**src/rtl/system_bus_pkg.sv**
```systemverilog
// Shared definitions for the system bus interconnect.
// Holds the FSM state encodings, response status constants and the
// reset / enable polarity constants reused across the bus files.
package system_bus_pkg;

  // Bus controller states
  typedef enum logic [1:0] {
    BUS_STATE_IDLE    = 2'd0,
    BUS_STATE_ACCESS  = 2'd1,
    BUS_STATE_ERROR   = 2'd2,
    BUS_STATE_RESPOND = 2'd3
  } bus_state_t;

  // Response status carried on master_error
  localparam logic BUS_ERROR = 1'b1;
  localparam logic BUS_OK    = 1'b0;

  // Polarity of the reset input and of a slave chip-enable (request) bit
  localparam logic RESET_ENABLE = 1'b1;
  localparam logic CHIP_ENABLE  = 1'b1;

endpackage

```
**src/rtl/system_bus_timeout_counter.sv**
```systemverilog
// bus_timeout_counter: counts waiting cycles of a slave access.
// Latency: o_expired is combinational from the count; count updates each edge.
// Backpressure: none; saturates at TIMEOUT_CYCLES-1 until cleared.
// Ports:
//   i_clock, i_reset  - clock and synchronous active-high reset
//   i_clear           - forces the count to zero (has priority over i_enable)
//   i_enable          - advance the count by one this cycle
//   o_expired         - count has reached TIMEOUT_CYCLES-1
module bus_timeout_counter
  import system_bus_pkg::*;
#(
  parameter int TIMEOUT_CYCLES = 255
) (
  input  logic i_clock,
  input  logic i_reset,
  input  logic i_clear,
  input  logic i_enable,
  output logic o_expired
);

  localparam int COUNT_WIDTH = $clog2(TIMEOUT_CYCLES + 1);
  localparam logic [COUNT_WIDTH-1:0] COUNT_LAST = COUNT_WIDTH'(TIMEOUT_CYCLES - 1);

  logic [COUNT_WIDTH-1:0] r_count;

  always_ff @(posedge i_clock) begin
    if (i_reset == RESET_ENABLE || i_clear) begin
      r_count <= '0;
    end else if (i_enable && (r_count != COUNT_LAST)) begin
      // Hold at the last value so the count can never wrap back to zero
      r_count <= r_count + COUNT_WIDTH'(1);
    end
  end

  assign o_expired = (r_count == COUNT_LAST);

endmodule

```
**src/rtl/system_bus.sv**
```systemverilog
// system_bus: single-master interconnect from the cpu data port to SLAVE_COUNT slaves.
// Latency: zero-wait slave completes 2 cycles after the request; unmapped errors at cycle 2.
// Backpressure: master is held by master_ready; slaves stall via slave_ready up to TIMEOUT_CYCLES.
// Ports:
//   clock, reset                    - clock and synchronous active-high reset
//   master_request/write/address/select/write_data - master request, held until master_ready
//   master_ready/error/read_data    - one-cycle registered response
//   slave_request                   - one-hot request to the decoded slave during ACCESS
//   slave_write/address/select/write_data - latched copy of the accepted request
//   slave_ready, slave_read_data    - per-slave completion and packed read data
module system_bus
  import system_bus_pkg::*;
#(
  parameter int DATA_WIDTH     = 32,
  parameter int ADDRESS_WIDTH  = 32,
  parameter int SLAVE_COUNT    = 4,
  parameter int TIMEOUT_CYCLES = 255
) (
  input  logic                              clock,
  input  logic                              reset,
  input  logic                              master_request,
  input  logic                              master_write,
  input  logic [ADDRESS_WIDTH-1:0]          master_address,
  input  logic [DATA_WIDTH/8-1:0]           master_select,
  input  logic [DATA_WIDTH-1:0]             master_write_data,
  output logic                              master_ready,
  output logic                              master_error,
  output logic [DATA_WIDTH-1:0]             master_read_data,
  output logic [SLAVE_COUNT-1:0]            slave_request,
  output logic                              slave_write,
  output logic [ADDRESS_WIDTH-1:0]          slave_address,
  output logic [DATA_WIDTH/8-1:0]           slave_select,
  output logic [DATA_WIDTH-1:0]             slave_write_data,
  input  logic [SLAVE_COUNT-1:0]            slave_ready,
  input  logic [SLAVE_COUNT*DATA_WIDTH-1:0] slave_read_data
);

  localparam int SLAVE_BITS   = $clog2(SLAVE_COUNT);
  localparam int SELECT_WIDTH = DATA_WIDTH / 8;
  // One extra bit so SLAVE_COUNT itself is representable for the mapped check
  localparam logic [SLAVE_BITS:0] SLAVE_LIMIT = (SLAVE_BITS + 1)'(SLAVE_COUNT);

  bus_state_t r_state;
  bus_state_t w_state_next;

  logic                     r_write;
  logic [ADDRESS_WIDTH-1:0] r_address;
  logic [SELECT_WIDTH-1:0]  r_select;
  logic [DATA_WIDTH-1:0]    r_write_data;
  logic [SLAVE_BITS-1:0]    r_index;
  logic                     r_error;
  logic [DATA_WIDTH-1:0]    r_read_data;

  logic [SLAVE_BITS-1:0]    w_index;
  logic                     w_mapped;
  logic                     w_ready_sel;
  logic [DATA_WIDTH-1:0]    w_data_sel;
  logic [SLAVE_COUNT-1:0]   w_slave_request;
  logic                     w_expired;
  logic                     w_accept;
  logic                     w_capture;
  logic                     w_error_next;
  logic [DATA_WIDTH-1:0]    w_read_next;
  logic                     w_in_access;

  // Region decode from the top address bits
  assign w_index  = master_address[ADDRESS_WIDTH-1 -: SLAVE_BITS];
  assign w_mapped = ({1'b0, w_index} < SLAVE_LIMIT);

  assign w_in_access = (r_state == BUS_STATE_ACCESS);

  // Select the latched slave's ready/data. The loop form keeps the mux
  // in range even when the latched index is one of the unmapped codes.
  always_comb begin
    w_ready_sel     = 1'b0;
    w_data_sel      = '0;
    w_slave_request = '0;
    for (int i = 0; i < SLAVE_COUNT; i++) begin
      if (r_index == SLAVE_BITS'(i)) begin
        w_ready_sel        = slave_ready[i];
        w_data_sel         = slave_read_data[i*DATA_WIDTH +: DATA_WIDTH];
        w_slave_request[i] = w_in_access ? CHIP_ENABLE : ~CHIP_ENABLE;
      end
    end
  end

  // Counter is held at zero outside ACCESS, so entry to ACCESS always
  // starts from a clean count.
  bus_timeout_counter #(
    .TIMEOUT_CYCLES(TIMEOUT_CYCLES)
  ) u_timeout (
    .i_clock  (clock),
    .i_reset  (reset),
    .i_clear  (!w_in_access),
    .i_enable (w_in_access && !w_ready_sel),
    .o_expired(w_expired)
  );

  always_ff @(posedge clock) begin
    if (reset == RESET_ENABLE) begin
      r_state <= BUS_STATE_IDLE;
    end else begin
      r_state <= w_state_next;
    end
  end

  always_comb begin
    w_state_next = r_state;
    w_accept     = 1'b0;
    w_capture    = 1'b0;
    w_error_next = BUS_OK;
    w_read_next  = '0;
    case (r_state)
      BUS_STATE_IDLE: begin
        if (master_request) begin
          w_accept     = 1'b1;
          w_state_next = w_mapped ? BUS_STATE_ACCESS : BUS_STATE_ERROR;
        end
      end
      BUS_STATE_ACCESS: begin
        // Ready is tested first so a completion on the last allowed cycle is not an error
        if (w_ready_sel) begin
          w_capture    = 1'b1;
          w_read_next  = r_write ? '0 : w_data_sel;
          w_state_next = BUS_STATE_RESPOND;
        end else if (w_expired) begin
          w_capture    = 1'b1;
          w_error_next = BUS_ERROR;
          w_state_next = BUS_STATE_RESPOND;
        end
      end
      BUS_STATE_ERROR: begin
        w_capture    = 1'b1;
        w_error_next = BUS_ERROR;
        w_state_next = BUS_STATE_RESPOND;
      end
      BUS_STATE_RESPOND: begin
        w_state_next = BUS_STATE_IDLE;
      end
      default: begin
        w_state_next = BUS_STATE_IDLE;
      end
    endcase
  end

  always_ff @(posedge clock) begin
    if (reset == RESET_ENABLE) begin
      r_write      <= 1'b0;
      r_address    <= '0;
      r_select     <= '0;
      r_write_data <= '0;
      r_index      <= '0;
      r_error      <= 1'b0;
      r_read_data  <= '0;
    end else begin
      if (w_accept) begin
        r_write      <= master_write;
        r_address    <= master_address;
        r_select     <= master_select;
        r_write_data <= master_write_data;
        r_index      <= w_index;
      end
      if (w_capture) begin
        r_error     <= w_error_next;
        r_read_data <= w_read_next;
      end
    end
  end

  assign master_ready     = (r_state == BUS_STATE_RESPOND);
  assign master_error     = master_ready & r_error;
  assign master_read_data = master_ready ? r_read_data : '0;

  assign slave_request    = w_slave_request;
  assign slave_write      = r_write;
  assign slave_address    = r_address;
  assign slave_select     = r_select;
  assign slave_write_data = r_write_data;

endmodule

```
**config.mk**
```make
export PLATFORM = sky130hd
export DESIGN_NAME = system_bus
export DESIGN_NICKNAME = d
export VERILOG_FILES = /design/src/rtl/system_bus_pkg.sv /design/src/rtl/system_bus_timeout_counter.sv /design/src/rtl/system_bus.sv
export SDC_FILE = /design/constraint.sdc
export NUM_CORES = 1
export LEC_CHECK = 0
export ABC_AREA = 1
export CAP_MARGIN = 20
export CORE_AREA = 2 2 120 122
export DETAILED_ROUTE_END_ITERATION = 6
export DIE_AREA = 0 0 122 124
export PLACE_DENSITY = 0.86
export SLEW_MARGIN = 5
export SYNTH_ARGS = -nofsm -noshare
export SYNTH_HDL_FRONTEND = slang
export SYNTH_SLANG_ARGS = --single-unit
```
**constraint.sdc**
```tcl
create_clock -name clock -period 3 [get_ports clock]
set_input_delay 0.6 -clock clock [delete_from_list [all_inputs] [get_ports clock]]
set_output_delay 0.6 -clock clock [all_outputs]
set_load 0.005 [all_outputs]
```
==> results list <==
- Slew at the pin with the worst max-slew slack: around 740 ps
- The final layout contains 1418 nets.
- Measured against the total synthesized area, the mux share comes to 0%.
- Horiz. Die Dim: around 120 um
* Root Driver: clkbuf_16
- Core Rows: 43
- GRT Total Usage: roughly a quarter
- The synthesized netlist devotes roughly an eighth of its cell area to compound gates.
- # IOs: 311
- The synthesized netlist devotes less than 1% of its cell area to XOR and XNOR gates.
* Fillers: about 1200
- Power spread over the standard cell area amounts to between 500 and 600 nW/um2.
- Post-Route Utilization: between 60% and 70%
- The flow ran to the end, and the final reports show no timing, DRC or antenna violations.
- Hold-fix buffer count after cts: 0
- Summing every instance area after synthesis gives between 5000 and 6000 um2.
- Clock tree from TritonCTS: built
* Length of the first detailed-routing pass in iterations: 4
* Endpoint of the worst register-to-register path: r_read_data[15]$_SDFFE_PP0P_
* Final setup violation count: 0
* Max Fanout on Critical Path: 33
- Of the post-synthesis cell area, the dominant cell type holds about two fifths.
- Counting both buffers and inverters, the worst setup path holds a total of 3.
- Counting distinct cell types in the post-synthesis netlist gives 25.
- Detailed routing inserted a total of 6759 vias.
* H-tree depth: 3
* Pin count of the biggest net entering global routing: 72
- Floorplan core area: 13700 um2
* Delay contributed by the slowest stage of the critical path: approximately 500 ps
- Summing the areas of all fa, ha and maj instances in the mapped netlist gives under 10% of the synthesized area.
- Synthesis inferred roughly 110 register bits.
* Final design area excluding fillers: ~9400 um2
- Minimum period implied by the final worst setup slack: approximately 2600 ps
- For this block, the routed nets add up to approximately 20000 um of wire.
* Sum of internal, switching and leakage power: between 5 and 6 mW
- Measured along the y axis, the die boundary spans 124 um.
- Post-DP Area: around 9000 um2
* Antenna Violating Nets Remaining: 0
- At the end of routability-driven placement, the weighted congestion stood at between 0.8 and 0.9.
- Relative to the synthesized area, the layout overhead comes to 59.3%.
- Total CTS buffers: 9
- Yosys attributes the largest share of cell area to dfxtp_1, nor2_1, nand2_1, o21ai_0, nand3_1.
* Async set-or-reset flop fraction in the synthesized netlist: 0%
- Simple-gate portion of the synthesized area: 36.0%
* Critical path class: reg2out
- dfxtp_1 takes more of the synthesized area than any other cell.
* Relative max-transition margin: 50.7%
- The die covers around 15000 um2.
- Yosys warning total: 0
- Worst vdd rail ir drop: between 0.4 and 0.5 mV
- Critical path data arrival time: roughly 2000 ps
* Maximum root-to-sink buffer count: 2
* Fraction of the yosys area taken by sequential cells: 38.1%
- Depth of the most critical reg-to-reg path: 9
* Total stage count of the critical path: 5
* Global-route wire length before repair: 30000 um
- Critical path required time: 2400 ps
- Vias in the first global route: a little over 6000
- Grouping stages by cell kind, the critical path spends the most delay in buffers and inverters.
- Hold Fails Final Rpt: 0
- Count of input and output buffers: 310
* Gate count of the mapped netlist: about 930
- A synthesized cell averages around 6.3 um2.
- Worst clock skew on the final layout: about 4.6 ps
- Crit share post-route: 88.1%
- Of the cells placed in the final design, the portion with a size suffix greater than 1 is approximately 4.4%.
* Worst R2R Start: slave_address[30]$_SDFFE_PP0P_
- For this run, the leading register cell type out of synthesis is dfxtp_1.
* Startpoint type of the worst setup path: register
- Effective utilization at floorplan: 42.9%
* Antenna diode instance count: 0
- After detailed routing, the number of remaining DRC violations is 0.
* Net count after synthesis: about 1100
- HPWL reported at the end of detailed placement: approximately 15000 um
- Dividing the detail-routed wire length by the instance count gives ~14 um.
* Clock insertion delay at the later pin of the skew report: approximately 350 ps
- The critical path ends at master_error.
- Across the run, the number of max-cap violations was 0.
- The analysis attributes to cell leakage a power of slightly above 4 nW.
* Accumulated negative setup slack: 0 ps
* Number of post-CTS setup repair buffers: 0
- Worst hold slack after final layout: approximately 470 ps
* Kind of capture point of the worst setup path: output pin
- Number of DRC violations after detailed-routing iteration 0: 392
- Clock Sink Count: between 100 and 150
* Max Clock Freq: about 380 MHz
- Final-report max-slew violation count: 0
- EDFF count, synth: 0
- Slack of the worst reg-to-reg path: around 700 ps
- Dominant combinational cell family by area after synthesis: simple AND/OR/NAND/NOR gates
- In this run the worst hold path is classified as reg2reg.
- Slowest stage cell on the critical path: clkdlybuf4s50_1
- Dividing the detail-routed via count by the number of cells gives between 4 and 5.
- Post-cts repair resize count: 0
* RSZ-0062 raised after global routing: no
- Launching element of the worst setup path: r_state[1]$_SDFFE_PP0P_
- Cells along the critical path: ha_1 > buf_4 > nand2_1 > inv_1 > clkdlybuf4s50_1
* Clock transition time at the flip-flop clock pins of the worst setup and hold paths: 70 ps
- Number of antenna violations at the first check in global routing: 0
- For this run the aggregate overflow at the end of global routing stands at 0.
[worst min-delay path, cell delays in order, from the launching register on]
cell	delay, ps
dfxtp_1	320
nand2_1	60
a21oi_1	50
[layout by cell type, fill, tap and decap left out]
cell type and n:
nor2_2 4, xor2_1 5, nor3_1 6, nand3_4 1
nor2_4 1, o21ai_0 92, o211ai_1 18, nand2_1 176
buf_4 12, nand3_1 75, bufinv_16 1, nand2_4 2
inv_8 1, clkbuf_1 1, clkinvlp_4 1, clkbuf_16 9
a21oi_1 38, nand3_2 2, buf_12 2, inv_2 5
clkdlybuf4s50_1 310, ha_1 6, nor2_8 1, dfxtp_1 112
ha_2 1, inv_4 2, inv_1 78, inv_6 3
nor2_1 242, nand2_2 5
[sequential cells by signal, indices dropped and copies added (netlist names)]
signal,flops
r_read_data,32
r_error,1
slave_select,4
slave_write_data,32
r_state,2
slave_address,32
u_timeout.r_count,8
slave_write,1
[Yosys cell counts, types with 6 or more instances]
cell type  count
o21ai_0       92
ha_1           7
nor3_1         6
nand3_1       75
buf_2         16
inv_1         80
nor2_1       242
clkbuf_1      35
a21oi_1       38
dfxtp_1      112
o211ai_1      18
nand2_1      178
[power breakdown]
| group | total [mW] | switching [mW] | internal (mW) |
|---|---|---|---|
| logic | 2.21 | 1.20 | 1.01 |
| clock network | 1.24 | 0.578 | 0.664 |
| registers | 1.96 | 0.183 | 1.78 |
[cell families after synthesis]
kind of cell               count (synthesis)
and+or+nand+nor                          515
AOI/OAI and AO/OA                        148
buffers and inverters                    147
DFF                                      112
adders and majority gates                  7
xor gates and xnor gates                   5
[through the flow]
step | cells | setup slack [ps]
global placement | 1376 | 686
finish | 1392 | 358
CTS | 1392 | 321
global route | 1392 | 213
floorplan | 934 | 1240
detailed placement | 1376 | 636
[metal layers]
metal  track usage, %  share of wire (%)
met4             8.12                1.8
met5                0                  0
met1             28.2                 39
met2             44.1                 48
met3             9.34                 11
[worst min-delay path by stage]
stage | startpoint | end | slack (ps) | cells past startpoint
floorplan | u_timeout.r_count[7]$_SDFFE_PP0P_ | u_timeout.r_count[7]$_SDFFE_PP0P_ | 440 | 2
global placement | u_timeout.r_count[7]$_SDFFE_PP0P_ | u_timeout.r_count[7]$_SDFFE_PP0P_ | 450 | 2
detailed placement | u_timeout.r_count[7]$_SDFFE_PP0P_ | u_timeout.r_count[7]$_SDFFE_PP0P_ | 460 | 2
CTS | u_timeout.r_count[7]$_SDFFE_PP0P_ | u_timeout.r_count[7]$_SDFFE_PP0P_ | 470 | 2
global route | u_timeout.r_count[7]$_SDFFE_PP0P_ | u_timeout.r_count[7]$_SDFFE_PP0P_ | 500 | 2
finish | u_timeout.r_count[7]$_SDFFE_PP0P_ | u_timeout.r_count[7]$_SDFFE_PP0P_ | 470 | 2
[area by class of cell]
cell class	instances	area, um2	area share (%)
Inverter	85	324	3.46
Tap cell	180	225	2.40
Sequential cell	112	2240	23.9
Timing Repair Buffer	324	3230	34.5
Multi-Input combinational cell	675	3040	32.5
Clock buffer	10	229	2.44
Clock inverter	6	75.1	0.801
(Power assumes the default switching activity.)
